==> config.mk <==
export PLATFORM = sky130hd
export DESIGN_NAME = bin_to_bcd_seq
export DESIGN_NICKNAME = d
export VERILOG_FILES = /design/src/rtl/bcd_pkg.sv /design/src/rtl/bcd_add3.sv /design/src/rtl/bin_to_bcd_seq.sv
export SDC_FILE = /design/constraint.sdc
export NUM_CORES = 1
export LEC_CHECK = 0
export ABC_AREA = 1
export CAP_MARGIN = 40
export CORE_UTILIZATION = 49
export CTS_CLUSTER_DIAMETER = 60
export CTS_CLUSTER_SIZE = 14
export DETAILED_ROUTE_END_ITERATION = 12
export GPL_ROUTABILITY_DRIVEN = 0
export GPL_TIMING_DRIVEN = 1
export HOLD_SLACK_MARGIN = 0.05
export PLACE_DENSITY = 0.72
export SLEW_MARGIN = 30
export SYNTH_ARGS = -nofsm -noshare
export SYNTH_HDL_FRONTEND = slang
export SYNTH_SLANG_ARGS = --single-unit
==> constraint.sdc <==
create_clock -name clk -period 1.2 [get_ports clk]
set_input_delay 0.24 -clock clk [delete_from_list [all_inputs] [get_ports clk]]
set_output_delay 0.24 -clock clk [all_outputs]
set_load 0.005 [all_outputs]
==> src/rtl/bcd_pkg.sv <==
// Shared types and constants for the sequential binary-to-BCD converter.
// Includes the digit-count legality check used at elaboration.
package bcd_pkg;

    typedef logic [3:0] bcd_digit_t;

    localparam bcd_digit_t BCD_ADJ_THRESH = 4'd5;
    localparam bcd_digit_t BCD_ADJ        = 4'd3;

    typedef enum logic [1:0] {
        IDLE  = 2'd0,
        SHIFT = 2'd1,
        DONE  = 2'd2
    } b2b_state_t;

    // True when n decimal digits can hold every w-bit unsigned value.
    function automatic logic bcd_digits_fit(input int unsigned w, input int unsigned n);
        logic [127:0] cap;
        logic [127:0] max_val;
        cap = 128'd1;
        for (int unsigned i = 0; i < n; i++) begin
            cap = cap * 128'd10;
        end
        max_val = (128'd1 << w) - 128'd1;
        return (cap > max_val);
    endfunction

endpackage

==> src/rtl/bcd_add3.sv <==
// Double-dabble digit correction: adds 3 to a BCD digit that is 5 or more,
// so the following left shift carries correctly into the next decade.
module bcd_add3
    import bcd_pkg::*;
(
    input  logic [3:0] i_digit,
    output logic [3:0] o_digit
);

    // Conditional +3; result wraps within 4 bits and never carries out.
    always_comb begin
        o_digit = i_digit;
        if (i_digit >= BCD_ADJ_THRESH) begin
            o_digit = i_digit + BCD_ADJ;
        end else begin
            o_digit = i_digit;
        end
    end

endmodule

==> src/rtl/bin_to_bcd_seq.sv <==
// Sequential W-bit binary to N-digit BCD converter (shift-and-add-3).
// One iteration per clock; results are published only on the final iteration.
module bin_to_bcd_seq
    import bcd_pkg::*;
#(
    parameter int W = 8,
    parameter int N = 3
)
(
    input  logic         clk,
    input  logic         reset,
    input  logic         start,
    input  logic [W-1:0] bin_val,
    output logic         busy,
    output logic         done,
    output logic [3:0]   bcd_vals [N-1:0]
);

    localparam int CW = $clog2(W + 1);
    localparam logic [CW-1:0] LAST_ITER = CW'(W - 1);
    localparam logic [CW-1:0] CNT_ONE   = CW'(1);

    if (!bcd_digits_fit(W, N)) begin : g_param_check
        $error("bin_to_bcd_seq: N digits cannot represent all W-bit values");
    end

    b2b_state_t    r_state;
    b2b_state_t    w_state_nxt;
    logic [W-1:0]  r_bin;
    logic [CW-1:0] r_count;
    logic          r_busy;
    logic          r_done;
    logic          w_last_iter;
    bcd_digit_t    r_scratch  [N-1:0];
    bcd_digit_t    r_bcd_vals [N-1:0];
    bcd_digit_t    w_adj      [N-1:0];
    bcd_digit_t    w_shifted  [N-1:0];

    assign w_last_iter = (r_count == LAST_ITER);

    // Each digit is corrected, then the whole {scratch, bin} vector moves left one bit.
    for (genvar g = 0; g < N; g++) begin : g_digit
        bcd_add3 u_add3 (
            .i_digit (r_scratch[g]),
            .o_digit (w_adj[g])
        );
        if (g == 0) begin : g_lsd
            assign w_shifted[g] = {w_adj[g][2:0], r_bin[W-1]};
        end else begin : g_upper
            assign w_shifted[g] = {w_adj[g][2:0], w_adj[g-1][3]};
        end
    end

    // State register.
    always_ff @(posedge clk or posedge reset) begin
        if (reset) begin
            r_state <= IDLE;
        end else begin
            r_state <= w_state_nxt;
        end
    end

    // Next-state decode.
    always_comb begin
        w_state_nxt = r_state;
        case (r_state)
            IDLE: begin
                if (start) begin
                    w_state_nxt = SHIFT;
                end else begin
                    w_state_nxt = IDLE;
                end
            end
            SHIFT: begin
                if (w_last_iter) begin
                    w_state_nxt = DONE;
                end else begin
                    w_state_nxt = SHIFT;
                end
            end
            DONE:    w_state_nxt = IDLE;
            default: w_state_nxt = IDLE;
        endcase
    end

    // Status flags registered from the next state so they track the state register exactly.
    always_ff @(posedge clk or posedge reset) begin
        if (reset) begin
            r_busy <= 1'b0;
            r_done <= 1'b0;
        end else begin
            r_busy <= (w_state_nxt != IDLE);
            r_done <= (w_state_nxt == DONE);
        end
    end

    // Conversion datapath: load on accept, iterate in SHIFT, publish on the last iteration.
    always_ff @(posedge clk or posedge reset) begin
        if (reset) begin
            r_bin   <= '0;
            r_count <= '0;
            for (int i = 0; i < N; i++) begin
                r_scratch[i]  <= 4'd0;
                r_bcd_vals[i] <= 4'd0;
            end
        end else begin
            case (r_state)
                IDLE: begin
                    if (start) begin
                        r_bin   <= bin_val;
                        r_count <= '0;
                        for (int i = 0; i < N; i++) begin
                            r_scratch[i] <= 4'd0;
                        end
                    end
                end
                SHIFT: begin
                    r_scratch <= w_shifted;
                    r_bin     <= r_bin << 1'b1;
                    r_count   <= r_count + CNT_ONE;
                    if (w_last_iter) begin
                        r_bcd_vals <= w_shifted;
                    end
                end
                default: begin
                end
            endcase
        end
    end

    assign busy     = r_busy;
    assign done     = r_done;
    assign bcd_vals = r_bcd_vals;

endmodule

# ---- Yosys cells after proc, flatten, opt, wreduce, memory -nomap -nowiden
# Index checks and enable logic that the tools add are counted.
dict set report totals {
  regBits 40
  out_inout_bits 14
  word_cells 39
}
dict set report classes {
  muxes 12
  n_lt_le_gt_ge 3
  n_eq_ne 4
  reduce_logical 5
  n_addsub 4
}
# cell n
set ops {}
lappend ops {{one-hot mux 12 bit (2 select lines)} 1}
lappend ops {{one-hot mux 8 bit (2 select lines)} 1}
lappend ops {{>= comparator 4 x 3 -> 1 bit, second input constant} 3}
lappend ops {{two-way mux 12 bit} 1}
lappend ops {{two-way mux 4 bit} 3}
lappend ops {{adder 4 x 2 -> 4 bit, second input constant} 2}
lappend ops {{two-way mux 8 bit} 1}
lappend ops {{one-hot mux 4 bit (2 select lines)} 1}
lappend ops {{adder 4 x 1 -> 4 bit, second input constant} 1}
lappend ops {{== test 4 x 3 -> 1 bit, second input constant} 1}
lappend ops {{one-hot mux 2 bit (2 select lines)} 1}
lappend ops {{AND reduction 2 bit} 2}
lappend ops {{nonzero test 2 bit} 2}
lappend ops {{adder 3 x 2 -> 3 bit, second input constant} 1}
lappend ops {{two-way mux 3 bit} 1}
lappend ops {{== test 2 x 1 -> 1 bit, second input constant} 1}
lappend ops {{== test 2 bit, second input constant} 1}
lappend ops {{zero test 2 bit} 1}
lappend ops {{two-way mux 2 bit} 1}
lappend ops {{inequality test 2 bit, second input constant} 1}
lappend ops {{two-way mux 1 bit} 1}

# ---- Logic depth before layout (Yosys ltp)
dict set report depth {
  depth_word 4
  depth_mapped 8
}

# ---- Cells and area by module
# Synthesis repeated with hierarchy kept, for this count alone.
dict set report unflattened {
  hier_cells 265
  hier_area_um2 2108.3
}
# module area_per_inst_um2 cells_per_inst instances seq_area_each_um2
set by_module_without_submodules {}
lappend by_module_without_submodules {bin_to_bcd_seq 1702.9 196 1 1001.0}
lappend by_module_without_submodules {bcd_add3 135.1 23 3 0.0}

# ---- Least setup slack after synthesis
# OpenSTA, ideal clock, no wires.
dict set report synth_path {
  path_kind {reg-to-reg}
  from {register r_scratch[4] (netlist name)}
  to {register r_bcd_vals, in the netlist bcd_vals[5]}
  path_slack_ns -0.018
  synth_period_minus_slack_ns 1.218
  t_arrival_ns 1.100
  setup_time_ns 0.118
  stages_incl_launch_ff 9
  path_cell_list {dfrtp_1 inv_1 ha_1 inv_1 nand2_1 nand3_1 nand2_1 nand3_1 nand2_1}
}
dict set report synth_between {
  elab_chain_len 2
  elab_cells_between_ends 3
  cone_classes {1 x add/sub; 1 x order compare; 1 x mux}
}
# element line_no
set synth_rtl {}
lappend synth_rtl {{from (decl)} bin_to_bcd_seq.sv:34} ;# bcd_digit_t r_scratch [N-1:0];
lappend synth_rtl {{from (signal assigned)} bin_to_bcd_seq.sv:118} ;# r_scratch <= w_shifted;
lappend synth_rtl {{adder 4 x 2 -> 4 bit / >= comparator 4 x 3 -> 1 bit (equally long branches)} {bcd_add3.sv:14, bcd_add3.sv:13}}
lappend synth_rtl {{two-way mux 4 bit *} bcd_add3.sv:13} ;# if (i_digit >= BCD_ADJ_THRESH) begin
lappend synth_rtl {{to (signal assigned)} bin_to_bcd_seq.sv:122} ;# r_bcd_vals <= w_shifted;
lappend synth_rtl {{to (decl)} bin_to_bcd_seq.sv:35} ;# bcd_digit_t r_bcd_vals [N-1:0];
# Mark *: on every way between the ends. The rest lies on a longest branch, timed or not.
# A chain may end at the register's enable or synchronous reset.

# ---- Worst setup path in the final report
dict set report layout_path {
  from {register r_scratch[8] (netlist name)}
  to {register r_bcd_vals, in the netlist bcd_vals[10]}
}
dict set report layout_between {
  elab_chain_len 2
  elab_cells_between_ends 3
  cone_classes {1 x add/sub; 1 x order compare; 1 x mux}
}
# element line_no
set layout_rtl {}
lappend layout_rtl {{>= comparator 4 x 3 -> 1 bit / adder 3 x 2 -> 3 bit (equally long branches)} {bcd_add3.sv:13, bcd_add3.sv:14}}
lappend layout_rtl {{two-way mux 3 bit *} bcd_add3.sv:13}
# Marked as above.

==> impl_metrics.csv <==
group,metric,value,unit
outcome,status,"finished with violations",
outcome,violations,"negative setup slack",
clock_tree,holdBufCountCts,0,
sta,max_freq,0.793,GHz
worst_setup_path,endpoint_kind,"register",
logic_synthesis,synth_fp_nets,241,
clock_tree,cts_tree,"yes",
placement,dpl_cell_area,2410,um^2
final_layout,multi_input_area,995,um^2
routing,dr_wl_met3,156,um
worst_setup_path,worstPathArrival,1.45,ns
power_and_ir_drop,ir_drop,0.00119,V
routing,vias,1686,
clock_tree,insertion_delay,0.29,ns
sta,post-route-period-util,1.05,
final_layout,nets,303,
logic_synthesis,syn_inst,223,
logic_synthesis,netlist_area,1960,um^2
routing,dr.pass1.iters,4,
global_route,overflow,0,
floorplan,core,3740,um^2
worst_setup_path,crit_start,"r_scratch[8]",
global_route,grt_pass1_vias,1684,
floorplan,dieWidth,65.3,um
routing,ant_nets,0,
floorplan,start_util,0.524,
worst_setup_path,crit_fanout,3,
sta,fin_crit,1.26,ns
clock_tree,cts_buffer_depth,2,
worst_setup_path,cpMaxStageDelayCell,"dfrtp_1",
routing,routed-wl-met2,2250,um
sta,skew,0.00544,ns
worst_setup_path,cp.required,1.39,ns
sta,rsz0062_at_grt,"yes",
global_route,antenna_found_initial,0,
clock_tree,cts.htree.levels,2,
worst_setup_path,timing.rr.start,"r_scratch[8]",
worst_setup_path,slowest_delay,0.43,ns
clock_tree,cts_buffers,5,
placement,place_ws,-0.124,ns
power_and_ir_drop,p_leak,1.43,nW
logic_synthesis,syn_avg_cell_area,8.79,um^2
floorplan,die_area,4260,um^2
final_layout,diodes,0,
sta,maxSlewHeadroom,0.806,
floorplan,rows,22,
routing,wl_met1,1890,um
final_layout,drive_gt1_frac,0.357,
routing,drtIter0Drc,109,
logic_synthesis,ys_types,23,
global_route,grt_max_degree,41,
worst_setup_path,start_kind,"register",
worst_setup_path,worst-setup-path-type,"register to register",
sta,setup_ws,-0.0612,ns
routing,vias_per_cell,5.05,
sta,setup_viol,9,
logic_synthesis,synth_warnings,0,
final_layout,layout.area.seq,1000,um^2
run,drv_cap,0,
clock_tree,clock_sinks,40,
clock_tree,clk_pin_slew,0.08,ns
sta,finalHoldViolations,0,
routing,wire_per_inst,13.1,um
sta,tightest_slew,0.292,ns
routing,drc,0,
sta,report.final.slew_viol_count,0,
placement,dp_hpwl,2830,um
sta,fin_hold_ws,0.305,ns
hold_path,hp-class,"input port to async pin",
worst_setup_path,path_cells,"buf_6 > ha_4 > nand2_4 > nand4_1 > nand3_1 > nand2_1",
logic_synthesis,seq_area_frac_synth,0.511,
routing,totalWireLength,4370,um
final_layout,nFillCells,281,
floorplan,die_h,65.3,um
routing,top_layer,"met4",
final_layout,final_util,0.745,
global_route,grt_pass1_wl,7490,um
power_and_ir_drop,power_density,2560,nW/um^2
floorplan,ios,25,
global_route,track_usage,0.235,
placement,numPortBuffers,24,
final_layout,design_area,2790,um^2
clock_tree,root_buffer,"clkbuf_8",
logic_synthesis,ys_ff_latch,40,
final_layout,syn_to_final_growth,42.3,%
==> placed cells by master, fill, tap and decap left out, drive strengths merged <==
cell,n
dfrtp,40
clkbuf,6
clkinv,3
o21a,1
clkdlybuf4s15,9
nand4,6
inv,19
nand3,28
a21oi,1
nand2,93
nor2,8
dlygate4sd2,5
o21bai,1
clkdlybuf4s50,10
o211ai,1
ha,7
buf,35
o22ai,3
o21ai,10
==> worst paths after layout <==
path / slack (ns) / cells past startpoint / endpoint
setup reg to reg: -0.06 / 6 / bcd_vals[10]
hold reg to reg: 0.48 / 2 / bcd_vals[6]
max in group asynchronous: 0.70 / 3 / bcd_vals[6]
min in group clk: 0.48 / 2 / bcd_vals[6]
setup / recovery: -0.06 / 6 / bcd_vals[10]
hold / removal: 0.31 / 3 / r_bin[0]
==> critical path, delay by kind of cell, from the launching register on <==
family / cells / cell delay, ns
flops: 1 / 0.43
simple gates: 4 / 0.43
buf+inv: 1 / 0.15
fa+ha+maj: 1 / 0.15
==> cell type report <==
| type | count | area share |
|---|---|---|
| timing repair buffer | 59 | 0.199 |
| inverter | 20 | 0.0314 |
| tap | 48 | 0.0215 |
| clock buffer | 6 | 0.0296 |
| sequential | 40 | 0.359 |
| clock inverter | 2 | 0.00359 |
| multi-input combinational | 159 | 0.357 |
==> per-layer routing <==
metal | vias to the layer above | track usage
met5 | - | 0
li1 | 845 | -
met2 | 38 | 0.406
met1 | 796 | 0.288
met3 | 7 | 0.0469
met4 | 0 | 0.0870
==> kinds of logic after synthesis <==
kind of cell | Yosys count | synth area share
AND/OR/NAND/NOR | 135 | 0.322
flip-flops | 40 | 0.511
adder cells (fa/ha/maj) | 7 | 0.0447
buffers and inverters | 24 | 0.0734
AO/OA/AOI/OAI | 17 | 0.0491
==> flip-flops by register name, indices dropped and copies added (netlist names) <==
name	cells
r_bin	8
r_count	4
done	1
r_state	2
bcd_vals	12
busy	1
r_scratch	12
==> through the flow <==
step	total power, mW	cells	TNS, ns
detailed placement	5.44	311	-2.90
global route	7.73	334	-1.03
floorplan	4.29	223	0
finish	7.15	334	-0.122
CTS	6.62	330	-0.0450
global placement	5.34	311	-1.96
==> report_power, final <==
part / internal (mW) / leakage (nW) / total, mW / switching [mW]
clock: 0.458 / 0.0510 / 0.909 / 0.450
combinational: 1.86 / 0.873 / 3.89 / 2.03
sequential: 1.92 / 0.506 / 2.35 / 0.431
total: 4.24 / 1.43 / 7.15 / 2.91
==> Yosys cell counts, drive strengths merged <==
master / count / area, um^2
buf: 4 / 62.6
ha: 7 / 87.6
nand2: 93 / 374
clkinv: 1 / 5.00
nor2: 8 / 40.0
dfrtp: 40 / 1000
o211ai: 1 / 7.51
nand3: 28 / 180
o22ai: 3 / 18.8
o21ai: 10 / 50.1
nand4: 6 / 37.5
a21oi: 1 / 5.00
inv: 19 / 76.3
o21a: 1 / 7.51
o21bai: 1 / 7.51
==> repair_timing <==
| item | 4_1_cts | 5_1_grt |
|---|---|---|
| buffers inserted | 11 | 4 |
| hold endpoints to repair | 0 | 0 |
| resized for setup | 40 | 45 |
| pin swaps | 9 | 19 |
| setup endpoints to repair | 35 | 33 |
(Power assumes the default switching activity.)
